$ cat src/rtl/n_bit_seq_div.sv
// Sequential restoring divider: N-cycle shift/subtract over operands loaded from a shared bus.
// Define SIGNED_DIV_EN for two's-complement operands (truncating division, remainder takes dividend sign).
module n_bit_seq_div #(
    parameter int N = 8
) (
    input  logic         clk,
    input  logic         clr,
    input  logic [N-1:0] data_in,
    input  logic         load_a,
    input  logic         load_b,
    input  logic         start,
    output logic [N-1:0] quotient,
    output logic [N-1:0] remainder,
    output logic         busy,
    output logic         done,
    output logic         div_by_zero
);
    localparam int CW = $clog2(N + 1);

    typedef enum logic [1:0] {IDLE, CALC, ZERO} state_t;

    // Handshake: start is sampled only while busy=0 (IDLE, including the done cycle);
    // done is a one-cycle pulse marking the edge that updated quotient/remainder.
    state_t         state, state_nxt;
    logic [N-1:0]   a_reg, b_reg;
    logic [N-1:0]   a_mag, b_mag;
    logic [N-1:0]   pr, wq, dv;
    logic [CW-1:0]  cnt;
    logic [N:0]     shifted, trial;
    logic [N-1:0]   pr_nxt, wq_nxt;
    logic [N-1:0]   q_fix, r_fix;

`ifdef SIGNED_DIV_EN
    logic a_neg, b_neg, sa, sb;
    assign a_neg = a_reg[N-1];
    assign b_neg = b_reg[N-1];
    assign a_mag = a_neg ? (-a_reg) : a_reg;
    assign b_mag = b_neg ? (-b_reg) : b_reg;
    assign q_fix = (sa ^ sb) ? (-wq_nxt) : wq_nxt;
    assign r_fix = sa ? (-pr_nxt) : pr_nxt;
`else
    assign a_mag = a_reg;
    assign b_mag = b_reg;
    assign q_fix = wq_nxt;
    assign r_fix = pr_nxt;
`endif

    always_ff @(posedge clk or posedge clr) begin
        if (clr) begin
            a_reg <= '0;
            b_reg <= '0;
        end else begin
            if (load_a) a_reg <= data_in;
            if (load_b) b_reg <= data_in;
        end
    end

    always_ff @(posedge clk or posedge clr) begin
        if (clr) state <= IDLE;
        else     state <= state_nxt;
    end

    always_comb begin
        state_nxt = state;
        case (state)
            IDLE: if (start) state_nxt = (b_reg != '0) ? CALC : ZERO;
            CALC: if (cnt == CW'(1)) state_nxt = IDLE;
            ZERO: state_nxt = IDLE;
            default: state_nxt = IDLE;
        endcase
    end

    always_comb begin
        busy = (state == CALC);
    end

    // One restoring step: shift in the next dividend bit, keep the difference if it did not borrow.
    always_comb begin
        shifted = {pr, wq[N-1]};
        trial   = shifted - {1'b0, dv};
        pr_nxt  = shifted[N-1:0];
        wq_nxt  = {wq[N-2:0], 1'b0};
        if (!trial[N]) begin
            pr_nxt = trial[N-1:0];
            wq_nxt = {wq[N-2:0], 1'b1};
        end
    end

    always_ff @(posedge clk or posedge clr) begin
        if (clr) begin
            pr          <= '0;
            wq          <= '0;
            dv          <= '0;
            cnt         <= '0;
            quotient    <= '0;
            remainder   <= '0;
            done        <= 1'b0;
            div_by_zero <= 1'b0;
`ifdef SIGNED_DIV_EN
            sa          <= 1'b0;
            sb          <= 1'b0;
`endif
        end else begin
            done <= 1'b0;
            case (state)
                IDLE: begin
                    if (start) begin
                        if (b_reg != '0) begin
                            wq  <= a_mag;
                            dv  <= b_mag;
                            pr  <= '0;
                            cnt <= CW'(N);
`ifdef SIGNED_DIV_EN
                            sa  <= a_neg;
                            sb  <= b_neg;
`endif
                        end else begin
                            // Raw dividend kept so the zero-divisor result is immune to later loads.
                            wq <= a_reg;
                        end
                    end
                end
                CALC: begin
                    pr  <= pr_nxt;
                    wq  <= wq_nxt;
                    cnt <= cnt - CW'(1);
                    if (cnt == CW'(1)) begin
                        quotient    <= q_fix;
                        remainder   <= r_fix;
                        done        <= 1'b1;
                        div_by_zero <= 1'b0;
                    end
                end
                ZERO: begin
                    quotient    <= '1;
                    remainder   <= wq;
                    div_by_zero <= 1'b1;
                    done        <= 1'b1;
                end
                default: ;
            endcase
        end
    end
endmodule
$ cat config.mk
export PLATFORM = sky130hd
export DESIGN_NAME = n_bit_seq_div
export DESIGN_NICKNAME = d
export VERILOG_FILES = /design/src/rtl/n_bit_seq_div.sv
export SDC_FILE = /design/constraint.sdc
export NUM_CORES = 1
export LEC_CHECK = 0
export ABC_AREA = 1
export BUFFER_PORTS_ARGS = -buffer_cell sky130_fd_sc_hd__buf_2
export CORE_ASPECT_RATIO = 1.75
export CORE_UTILIZATION = 55
export CTS_BUF_LIST = sky130_fd_sc_hd__clkbuf_8
export DETAILED_ROUTE_END_ITERATION = 8
export PLACE_DENSITY = 0.79
export SLEW_MARGIN = 20
export SYNTH_ARGS = -nofsm -noshare
export SYNTH_HDL_FRONTEND = slang
export SYNTH_SLANG_ARGS = --single-unit
$ cat constraint.sdc
create_clock -name clk -period 1.9 [get_ports clk]
set_input_delay 0 -clock clk [delete_from_list [all_inputs] [get_ports clk]]
set_output_delay 0 -clock clk [all_outputs]
set_load 0.02 [all_outputs]
* After elaboration in Yosys (flattened, before gate mapping) *
Index checks and enable logic that the tools add are counted.

word-level totals
  flip-flop bits (word level) = 64
  input bits = 13
  output and inout bits = 19

operators by class
  $add $sub $neg = 2
  equality and inequality tests = 6
  multiplexer cells = 22
  reduce and logical (&&, ||, !) cells = 9

operators by type and width
  cell                                                                    count
  8-bit case mux with 2 select lines                                      4
  8-bit 2-to-1 mux                                                        6
  9-bit by 8-bit subtractor with 9-bit output                             1
  4-bit 2-to-1 mux                                                        2
  4-bit case mux with 2 select lines                                      1
  8-bit nonzero test                                                      1
  2-bit 2-to-1 mux                                                        3
  2-bit AND reduction                                                     3
  3-bit AND reduction                                                     2
  4-bit by 1-bit equality test with 1-bit output (second input constant)  1
  2-bit != test (second input constant)                                   2
  1-bit case mux with 2 select lines                                      2
  2-bit case mux with 2 select lines                                      1
  2-bit nonzero test                                                      2
  4-bit by 1-bit subtractor with 4-bit output (second input constant)     1
  1-bit 2-to-1 mux                                                        3
  2-bit by 1-bit equality test with 1-bit output (second input constant)  1
  2-bit equality test (second input constant)                             1
  2-bit logical NOT                                                       1
  2-bit by 1-bit != test with 1-bit output (second input constant)        1

* Logic depth before layout (Yosys ltp) *
Gate-level depths: netlist of the first run.

  depth after elaboration = 4
  gate-level depth with buffers = 14

* Least setup slack after synthesis of the first run *
OpenSTA, ideal clock, no wires.

  path kind = register to register
  start = reg wq[7]
  end = reg pr[3]
  setup time = 0.074 ns
  arrival time = 1.791 ns
  slack = 0.035 ns
  stages on the path, launching flop included = 14
  path buffers = 0
  period minus slack after synthesis = 1.865 ns
  path through = dfrtp_1 -> inv_1 -> ha_1 -> fa_1 -> inv_1 -> nand2_1 -> nand2_1 -> nand3_2 -> nand2_2 -> nand2_4 -> nand2_8 -> nand2_4 -> and2_4 -> o21ai_2

between the ends
  word-level cells in the longest chain between the ends = 3

ends and longest elaborated chain
  item                                         line  text
  start: declaration                           27    logic [N-1:0] pr, wq, dv;
  start signal: assignment                     109   wq <= a_mag;
  start signal: assignment                     119   wq <= a_reg;
  start signal: assignment                     125   wq <= wq_nxt;
  9-bit by 8-bit subtractor with 9-bit output  80    trial = shifted - {1'b0, dv};
  8-bit 2-to-1 mux                             83    if (!trial[N]) begin
  8-bit case mux with 2 select lines           105   case (state)
  end signal: assignment                       124   pr <= pr_nxt;
  end: declaration                             27

No other way between the ends.
A chain may end at the register's enable or synchronous reset.

* Final worst setup path of the first run *
  start = reg dv[0]
  end = reg remainder[4]

between the ends
  word-level cells in the longest chain between the ends = 4

ends and longest elaborated chain
  item                                         line  text
  start: declaration                           27
  start signal: assignment                     110   dv <= b_mag;
  9-bit by 8-bit subtractor with 9-bit output  80
  8-bit 2-to-1 mux                             83
  8-bit 2-to-1 mux                             127   if (cnt == CW'(1)) begin
  8-bit case mux with 2 select lines           105
  end signal: assignment                       129   remainder <= r_fix;
  end signal: assignment                       136   remainder <= wq;
  end: declaration                             13    output logic [N-1:0] remainder,

No other way between the ends. The select of a mux whose other input is x is not followed.

==> results of run 1 <==
## sequential cells by signal, indices dropped and copies added (netlist names)
| register | count |
|---|---|
| b_mag | 8 |
| done | 1 |
| pr | 8 |
| remainder | 8 |
| state | 2 |
| div_by_zero | 1 |
| cnt | 4 |
| a_mag | 8 |
| quotient | 8 |
| dv | 8 |
| wq | 8 |
## per-stage QoR
step	setup TNS, ns	setup slack (ns)	utilization [%]	cells	area [µm²]
after detailed placement	-1.02	-0.115	61.9	515	3610
after floorplan	0	0.0345	-	404	3310
after CTS	-0.0152	-0.00697	68.3	545	3990
after global routing	-1.60	-0.145	70.9	548	4130
final	-0.438	-0.0605	70.9	548	4130
after global placement	-0.134	-0.0413	61.9	515	3610
## worst register-to-register path, stage by stage, from the launching register on
cell	delay [ns]
dfrtp_1	0.41
ha_4	0.18
fa_2	0.34
inv_2	0.06
nand2_2	0.05
nand2_2	0.10
nand3_4	0.11
nand2_4	0.13
nand2_4	0.08
nand3b_1	0.18
nand3_2	0.11
a21oi_2	0.15
## cells by family (layout without fill, tap and decap cells)
kind of cell / Yosys count / after routing / share of synthesized area, %
buf+inv: 69 / 132 / 8.25
xor+xnor: 2 / 2 / 0.530
fa+ha+maj: 14 / 14 / 5.53
compound gates: 66 / 66 / 10.8
flops: 64 / 64 / 48.4
mux: 4 / 4 / 1.36
simple gates: 185 / 188 / 25.1
## cell usage after synthesis
cell type  count  area share (%)
nand2_1      127              14
nor2_2         2            0.38
nand4_1        4            0.76
xor2_1         1            0.26
dfrtp_1       64              48
clkbuf_1       6            0.68
inv_2          3            0.34
nor2_1        11             1.2
nand2_2        5            0.95
nand3_2        1            0.30
inv_1         56             6.4
nand3_1       26             3.9
o21ai_1        4            0.61
a21oi_1       12             1.8
and2_4         1            0.26
mux2_2         4             1.4
nor2_4         1            0.34
nand3b_1       1            0.23
ha_1          13             4.9
a21boi_0       1            0.23
o211ai_1       3            0.68
nand3_4        1            0.53
nand2_8        1            0.61
a21oi_2        1            0.26
buf_2          3            0.45
xnor2_1        1            0.26
o21ai_2        1            0.26
nor3_1         1            0.15
nand2_4        2            0.68
fa_1           1            0.61
clkbuf_8       1            0.42
o21ai_0       36             5.5
a31oi_1        4            0.76
o22ai_1        4            0.76
or2_4          1            0.26
## worst max path at each step
stage | end | from | depth (start not counted)
2_1_floorplan | pr[3] | wq[7] | 13
3_3_place_gp | remainder[7] | dv[0] | 12
3_5_place_dp | remainder[7] | wq[7] | 13
4_1_cts | pr[3] | wq[7] | 13
5_1_grt | remainder[4] | pr[6] | 9
6_report | remainder[4] | dv[0] | 11
## metal layers
layer  global-route usage, %  wire, µm  vias to the layer above
met4                    14.3       398                        0
met1                    32.0      2980                     1383
met5                       0         0                        -
met2                    46.7      4280                      100
li1                        -         -                     1417
met3                    7.05       408                       31
## where the power goes
group / leakage (µW) / switching [µW] / internal, µW
registers: 0.000802 / 315 / 1810
logic: 0.00127 / 2960 / 1720
clock network: 0.0000926 / 548 / 512
total: 0.00217 / 3820 / 4050
## final cells by class
type | instances | share of cell area, %
clock inverters | 6 | 1.06
multi-input cells | 274 | 39.7
well taps | 78 | 2.36
clock buffers | 10 | 3.33
inverters | 59 | 5.36
flip-flops and latches | 64 | 38.7
repair buffers | 57 | 9.41
## cell usage in the layout, fill, tap and decap left out, types with 3 or more instances in the layout
cell             n
nand2_1        116
dfrtp_1         64
inv_1           53
o21ai_0         36
buf_2           31
nand3_1         16
buf_4           15
nand2_2         13
nor2_1          11
ha_1            11
nand3_2         10
clkbuf_8        10
a21oi_1          9
dlygate4sd3_1    9
inv_2            6
nand2_4          5
nand4_1          4
o21ai_1          4
o22ai_1          4
mux2_2           4
a31oi_1          4
nand3_4          3
nand2_8          3
a21oi_2          3
o211ai_1         3
## timing repair
item,in CTS,in global routing
hold buffers,9,0
endpoints found under the hold margin,44,0
pin swaps,6,8
endpoints found under the setup margin,17,17
cloned,3,0
resized for setup,10,31
setup buffers,2,3
==> results.json, run 1 <==
{
  "synth_area_per_cell_um2": 8.18,
  "port-buffer-count": 31,
  "finalClockSkew_ns": 0.0107,
  "path_max_fanout": 5,
  "regArea_mm2": 0.00160,
  "finalCriticalPeriod_ns": 1.96,
  "grt_setup_unrepaired": "yes",
  "holdPathEnd": "a_mag[5]",
  "setup_viol": 13,
  "worst_r2r_startpoint": "dv[0]",
  "num_vias": 2931,
  "maxSlewHeadroom_pct": 60.0,
  "clk_latency_ns": 0.34,
  "cp_slowest_cell": "dfrtp_1",
  "cp_num_buf_inv": 1,
  "yosysWarnings": 0,
  "fin_nets": 492,
  "clk_pin_slew_ns": 0.07,
  "htree_levels": 3,
  "fmax_ghz": 0.510,
  "worstHoldStart": "load_a",
  "dp_hpwl_um": 5620,
  "vdd_drop_max_uv": 804,
  "start_util_pct": 56.7,
  "seq_area_frac_synth_pct": 48.4,
  "grt_overflow": 0,
  "status": "complete, but fails checks",
  "layout_setup_ws_ns": -0.0605,
  "reg2reg_slack_ns": -0.06,
  "grt_pass1_vias": 2919,
  "cts_sinks": 64,
  "worstPathCellList": "ha_4 > fa_2 > inv_2 > nand2_2 > nand2_2 > nand3_4 > nand2_4 > nand2_4 > nand3b_1 > nand3_2 > a21oi_2",
  "std_cell_rows": 37,
  "leakage_uw": 0.00217,
  "grt_max_degree": 37,
  "synth_cells": 404,
  "synthesis.area_mm2": 0.00331,
  "ios": 32,
  "drtPass1Iterations": 8,
  "layout-drive-gt1-share_pct": 26.0,
  "r2r-end": "remainder[4]",
  "required_ns": 2.18,
  "start_kind": "register",
  "tritoncts": "done",
  "syn-num-nets": 431,
  "powerDensity_mw_per_mm2": 1900,
  "violations": "negative setup slack",
  "crit_family": "simple AND/OR/NAND/NOR gates",
  "maxCapViolCount": 0,
  "totalWireLength_um": 8070,
  "whs_ns": 0.00122,
  "cts_buffer_depth": 2,
  "die_h_um": 105,
  "cts_buffers": 9,
  "num_antenna_cells": 0,
  "coreArea_mm2": 0.00583,
  "hold_viol_final": 0,
  "min_path_type": "in2reg",
  "critPathKind": "reg2reg",
  "worstSetupEndpointType": "register",
  "gp_congestion": 0.927,
  "ff2ff_path_depth": 11,
  "dieArea_mm2": 0.00634,
  "antenna_found_initial": 0,
  "drc_errors": 0,
  "whs_path_depth": 3,
  "syn_to_final_growth_pct": 25.1,
  "wire_per_inst_um": 14.7,
  "cpPeakStageDelay_ns": 0.41,
  "worstMarginPinSlew_ns": 0.599,
  "grt_usage_pct": 28.1,
  "final_max_slew_viol_count": 0,
  "power.total_uw": 7870,
  "multi_input_area_mm2": 0.00164,
  "cts-root-buf": "clkbuf_8",
  "fin_crit_sh_pct": 103,
  "via_per_inst": 5.35,
  "drt_iter0_markers": 220,
  "crit_arrival_ns": 2.24,
  "synth-seq-cells": 64,
  "ant_nets": 0,
  "dieWidth_um": 60.6,
  "grt_pass1_wl_um": 13100,
  "num-fill-cells": 452,
  "synth_cell_type_count": 35
}
Note: power is estimated with default switching activity, not from simulation.
==> run 2: changes to the inputs <==
--- a/config.mk
+++ b/config.mk
@@ -9,7 +9,7 @@
 export BUFFER_PORTS_ARGS = -buffer_cell sky130_fd_sc_hd__buf_2
 export CORE_ASPECT_RATIO = 1.75
 export CORE_UTILIZATION = 55
-export CTS_BUF_LIST = sky130_fd_sc_hd__clkbuf_8
+export CTS_BUF_LIST = sky130_fd_sc_hd__clkbuf_4
 export DETAILED_ROUTE_END_ITERATION = 8
 export PLACE_DENSITY = 0.79
 export SLEW_MARGIN = 20
==> constraint.sdc (replaced) <==
create_clock -name clk -period 1.9 [get_ports clk]
set_input_delay 0.475 -clock clk [delete_from_list [all_inputs] [get_ports clk]]
set_output_delay 0.475 -clock clk [all_outputs]
set_load 0.02 [all_outputs]
==> results.json, run 2 (synthesis gave the netlist of run 1 again) <==
{
  "top_usage_layer": "met2",
  "setup_viol": 9,
  "maxSlewHeadroom_pct": 67.5,
  "path_common_cell": "nand2_2",
  "drtPass1Iterations": 5,
  "met2_usage_pct": 47.5,
  "worstMarginPinSlew_ns": 0.485,
  "grt_max_degree": 25,
  "maxCapViolCount": 0,
  "crit_arrival_ns": 2.27,
  "start_kind": "register",
  "port-buffer-count": 31,
  "drc_errors": 0,
  "fmax_ghz": 0.506,
  "gp_congestion": 0.889,
  "via_per_inst": 5.43,
  "grt_pass1_vias": 2928,
  "status": "complete, but fails checks",
  "cpPeakStageDelay_ns": 0.40,
  "finalClockSkew_ns": 0.0241,
  "final_cell_mix": "nand2_1 (110), dfrtp_1 (64), inv_1 (53)",
  "cp_slowest_cell": "dfrtp_1",
  "cts-root-buf": "clkbuf_4",
  "stdcell_count": 540,
  "vdd_drop_max_uv": 797,
  "pre_cts_ws_ns": -0.0765,
  "fin_crit_sh_pct": 104,
  "power.total_uw": 7960,
  "wire_per_inst_um": 15.6,
  "start_util_pct": 56.7,
  "postCtsHoldBufs": 0,
  "final_max_slew_viol_count": 0,
  "placed_cells": 516,
  "worstPathCellList": "inv_1 > fa_2 > inv_2 > nand2_2 > nand2_2 > nand3_4 > buf_4 > nand3_2 > nand3b_1 > nand2_1 > o21ai_1",
  "die_h_um": 105,
  "dieArea_mm2": 0.00634,
  "dp_hpwl_um": 5650,
  "grt_usage_pct": 29.1,
  "reg2reg_slack_ns": -0.07,
  "met3_usage_pct": 5.94,
  "num_vias": 2932,
  "syn_to_final_growth_pct": 23.4,
  "design_area_mm2": 0.00408,
  "layout_setup_ws_ns": -0.0749,
  "required_ns": 2.20,
  "cts_buffers": 9,
  "htree_levels": 3,
  "ant_nets": 0,
  "totalWireLength_um": 8430,
  "worstSetupEndpointType": "register",
  "clk_pin_slew_ns": 0.12,
  "grt_overflow": 0,
  "layout-drive-gt1-share_pct": 28.6,
  "grt_pass1_wl_um": 13500,
  "dieWidth_um": 60.6,
  "drt_iter0_markers": 188,
  "num-fill-cells": 468,
  "hold_viol_final": 0,
  "clk_latency_ns": 0.41,
  "grt_setup_unrepaired": "yes",
  "r2r-end": "pr[4]",
  "num_antenna_cells": 0,
  "powerDensity_mw_per_mm2": 1950,
  "coreArea_mm2": 0.00583,
  "ff2ff_path_depth": 11,
  "regArea_mm2": 0.00160,
  "worst_r2r_startpoint": "pr[0]",
  "antenna_found_initial": 0,
  "tritoncts": "done",
  "std_cell_rows": 37,
  "cts_buffer_depth": 2,
  "violations": "negative setup slack",
  "cts_sinks": 64,
  "multi_input_area_mm2": 0.00168,
  "ios": 32,
  "layout_commonest_cell": "nand2_1",
  "grtUsageMet1_pct": 33.3,
  "fin_nets": 484,
  "critPathKind": "reg2reg",
  "leakage_uw": 0.00213,
  "finalCriticalPeriod_ns": 1.97,
  "placed_cell_area_mm2": 0.00363,
  "min_path_type": "in2async",
  "path_max_fanout": 4
}
run 2: cell types whose count changed in the layout (fill, tap and decap cells not counted), sizes merged:
cell         delta
buf             +1
clkbuf          -1
clkinv          +1
inv             -2
dlygate4sd3     -9
bufinv          +2
run 2: cell type report:
cell class,instances,share of cell area (%)
multi-input combinational,274,41.3
sequential,64,39.3
timing repair buffer,49,7.73
inverter,59,5.52
tap,78,2.39
clock inverter,7,2.12
clock buffer,9,1.66
run 2: how the worst max path moves through the flow:
stage,from,end,slack [ns],cells past startpoint
final,pr[0],pr[4],-0.07,11
after detailed placement,dv[0],remainder[5],-0.08,12
after global routing,dv[0],pr[4],-0.14,11
after global placement,dv[0],remainder[5],-0.03,12
after CTS,wq[7],remainder[6],-0.004,13
after floorplan,wq[7],pr[3],0.03,13
run 2: report_power, final:
group          switching [µW]  total [µW]  internal [µW]
registers                 325        2140           1810
logic                    3070        4790           1720
clock network             505        1030            523
run 2: metrics by stage:
step / setup TNS, ns / utilization [%] / hold WS [ns]
after floorplan: 0 / - / 0.452
after global placement: -0.0982 / 62.3 / 0.452
after detailed placement: -0.514 / 62.3 / 0.460
after CTS: -0.00717 / 66.6 / 0.0643
after global routing: -1.56 / 69.9 / 0.0669
final: -0.383 / 69.9 / 0.0547
run 2: routing by layer:
layer  part of all wire [%]  vias to the layer above
met4                    5.0                        0
met5                      0                        -
li1                       -                     1402
met3                    4.5                       30
met1                     37                     1402
met2                     53                       98
run 2: repair_timing:
item	in CTS	in global routing
pin swaps	5	15
buffers inserted	3	2
resized for setup	10	41
setup endpoints to repair	18	19
cloned	3	0
run 2: worst max-delay path: cells and delay by family, from the launching register on:
family,cells,cell delay (ns)
AOI/OAI and AO/OA,1,0.07
adders and majority gates,1,0.40
buffers and inverters,3,0.33
DFF,1,0.40
and+or+nand+nor,6,0.65
==> run 3: changes to the inputs <==
--- a/config.mk
+++ b/config.mk
@@ -7,11 +7,13 @@
 export LEC_CHECK = 0
 export ABC_AREA = 1
 export BUFFER_PORTS_ARGS = -buffer_cell sky130_fd_sc_hd__buf_2
+export CELL_PAD_IN_SITES_DETAIL_PLACEMENT = 1
+export CELL_PAD_IN_SITES_GLOBAL_PLACEMENT = 1
 export CORE_ASPECT_RATIO = 1.75
-export CORE_UTILIZATION = 55
+export CORE_UTILIZATION = 41
 export CTS_BUF_LIST = sky130_fd_sc_hd__clkbuf_4
 export DETAILED_ROUTE_END_ITERATION = 8
-export PLACE_DENSITY = 0.79
+export PLACE_DENSITY = 0.78
 export SLEW_MARGIN = 20
 export SYNTH_ARGS = -nofsm -noshare
 export SYNTH_HDL_FRONTEND = slang
==> constraint.sdc (replaced) <==
create_clock -name clk -period 1.9 [get_ports clk]
set_input_delay 0.19 -clock clk [delete_from_list [all_inputs] [get_ports clk]]
set_output_delay 0.19 -clock clk [all_outputs]
set_load 0.02 [all_outputs]
==> results.json, run 3 (synthesis gave the netlist of run 1 again) <==
{
  "totalWireLength_um": 9860,
  "worstMarginPinSlew_ns": 0.514,
  "clockPowerShare_pct": 10.9,
  "num_vias": 3044,
  "layout_setup_ws_ns": -0.170,
  "start_util_pct": 42.1,
  "num-fill-cells": 969,
  "die_h_um": 121,
  "whs_ns": 0.0188,
  "layout-drive-gt1-share_pct": 29.4,
  "netSwitchingFraction_pct": 49.7,
  "placed_cells": 534,
  "path_max_fanout": 5,
  "maxSlewHeadroom_pct": 65.7,
  "final_max_slew_viol_count": 0,
  "maxCapViolCount": 0,
  "wire_per_inst_um": 17.4,
  "required_ns": 2.27,
  "via_per_inst": 5.38,
  "cts_sinks": 64,
  "cpPeakStageDelay_ns": 0.43,
  "syn_to_final_growth_pct": 26.4,
  "tritoncts": "done",
  "cp_num_buf_inv": 1,
  "grt_pass1_vias": 3249,
  "power.switching_uw": 4090,
  "antenna_found_initial": 0,
  "critPathKind": "reg2reg",
  "cts-root-buf": "clkbuf_4",
  "fmax_ghz": 0.483,
  "clk_latency_ns": 0.43,
  "drc_errors": 0,
  "p_int_uw": 4150,
  "port-buffer-count": 31,
  "comb_power_share_pct": 63.2,
  "start_kind": "register",
  "design_area_mm2": 0.00418,
  "crit_arrival_ns": 2.44,
  "pre_cts_ws_ns": -0.162,
  "hold_viol_final": 0,
  "leakage_uw": 0.00220,
  "grt_max_degree": 43,
  "dieArea_mm2": 0.00844,
  "gp_congestion": 0.818,
  "layout_commonest_cell": "nand2_1",
  "powerDensity_mw_per_mm2": 1970,
  "worstPathCellList": "ha_2 > fa_2 > inv_2 > nand2_2 > nand2_2 > nand3_4 > nand2_4 > nand2_8 > nand2_8 > nand2_4 > and2_4 > o21ai_2",
  "pwr-share-seq_pct": 25.9,
  "htree_levels": 3,
  "grt_pass1_wl_um": 15400,
  "dieWidth_um": 69.9,
  "setup_viol": 18,
  "std_cell_rows": 43,
  "cts_buffers": 9,
  "coreArea_mm2": 0.00786,
  "vdd_drop_max_uv": 711,
  "cts_buffer_depth": 2,
  "grt_overflow": 0,
  "drtPass1Iterations": 6,
  "placed_cell_area_mm2": 0.00368,
  "crit_family": "simple AND/OR/NAND/NOR gates",
  "violations": "negative setup slack",
  "cp_slowest_cell": "dfrtp_1",
  "clk_pin_slew_ns": 0.11,
  "dp_hpwl_um": 6950,
  "num_antenna_cells": 0,
  "grt_usage_pct": 24.1,
  "final_cell_mix": "nand2_1 (110), dfrtp_1 (64), inv_1 (54)",
  "finalCriticalPeriod_ns": 2.07,
  "status": "complete, but fails checks",
  "stdcell_count": 566,
  "min_path_type": "in2reg",
  "ant_nets": 0,
  "drt_iter0_markers": 146,
  "finalClockSkew_ns": 0.0133,
  "fin_crit_sh_pct": 109,
  "worstSetupEndpointType": "register",
  "ios": 32,
  "grt_setup_unrepaired": "yes",
  "fin_nets": 498
}
-- run 3: timing repair --
| item | 4_1_cts | 5_1_grt |
|---|---|---|
| setup buffers | 5 | 4 |
| endpoints found under the setup margin | 18 | 18 |
| endpoints found under the hold margin | 28 | 0 |
| pin swaps | 10 | 12 |
| hold buffers | 4 | 0 |
| cloned | 3 | 0 |
| gates resized for setup | 23 | 30 |
-- run 3: cell type report --
cell class / count / area (µm²) / share of cell area, %
multi-input combinational: 274 / 1700 / 40.6
clock inverter: 7 / 62.6 / 1.50
sequential: 64 / 1600 / 38.3
timing repair buffer: 63 / 418 / 10.0
clock buffer: 9 / 67.6 / 1.62
inverter: 59 / 221 / 5.30
tap: 90 / 113 / 2.69
-- run 3: power by group through the flow --
stage / Combinational, µW / Clock [µW] / Sequential (µW)
floorplan: 2500 / 0 / 2240
global placement: 3780 / 0 / 2120
detailed placement: 3910 / 0 / 2140
CTS: 4540 / 932 / 2120
global route: 5630 / 967 / 2190
finish: 5210 / 898 / 2140
-- run 3: routing by layer --
| layer | share of wire, % | track usage, % | vias up | routed length, µm |
|---|---|---|---|---|
| met3 | 2.4 | 3.50 | 31 | 237 |
| met1 | 37 | 24.8 | 1520 | 3650 |
| met5 | 0 | 0 | - | 0 |
| met2 | 57 | 45.0 | 68 | 5590 |
| met4 | 3.9 | 14.2 | 0 | 384 |
| li1 | - | - | 1425 | - |
-- run 3: tightest hold or removal path, cell delays in order --
cell,delay [ns]
buf_2,0.11
nand2_1,0.05
o21ai_0,0.07
-- run 3: final timing paths --
| kind | slack [ns] | from | cells after the start | end |
|---|---|---|---|---|
| hold / removal | 0.02 | data_in[5] | 3 | a_mag[5] |
| setup / recovery | -0.17 | dv[0] | 12 | pr[3] |
| min in group asynchronous | 0.33 | clr | 3 | b_mag[2] |
| hold reg to reg | 0.48 | quotient[5] | 2 | quotient[5] |
| max in group asynchronous | 0.97 | clr | 4 | quotient[5] |
| setup reg to reg | -0.17 | dv[0] | 12 | pr[3] |
-- run 3: through the flow --
stage               setup TNS, ns  util [%]  total power (µW)
floorplan                       0         -              4740
global placement           -0.243      46.8              5900
detailed placement          -1.61      46.8              6060
CTS                        -0.368      51.1              7590
global route                -3.21      53.2              8780
finish                      -2.36      53.2              8240
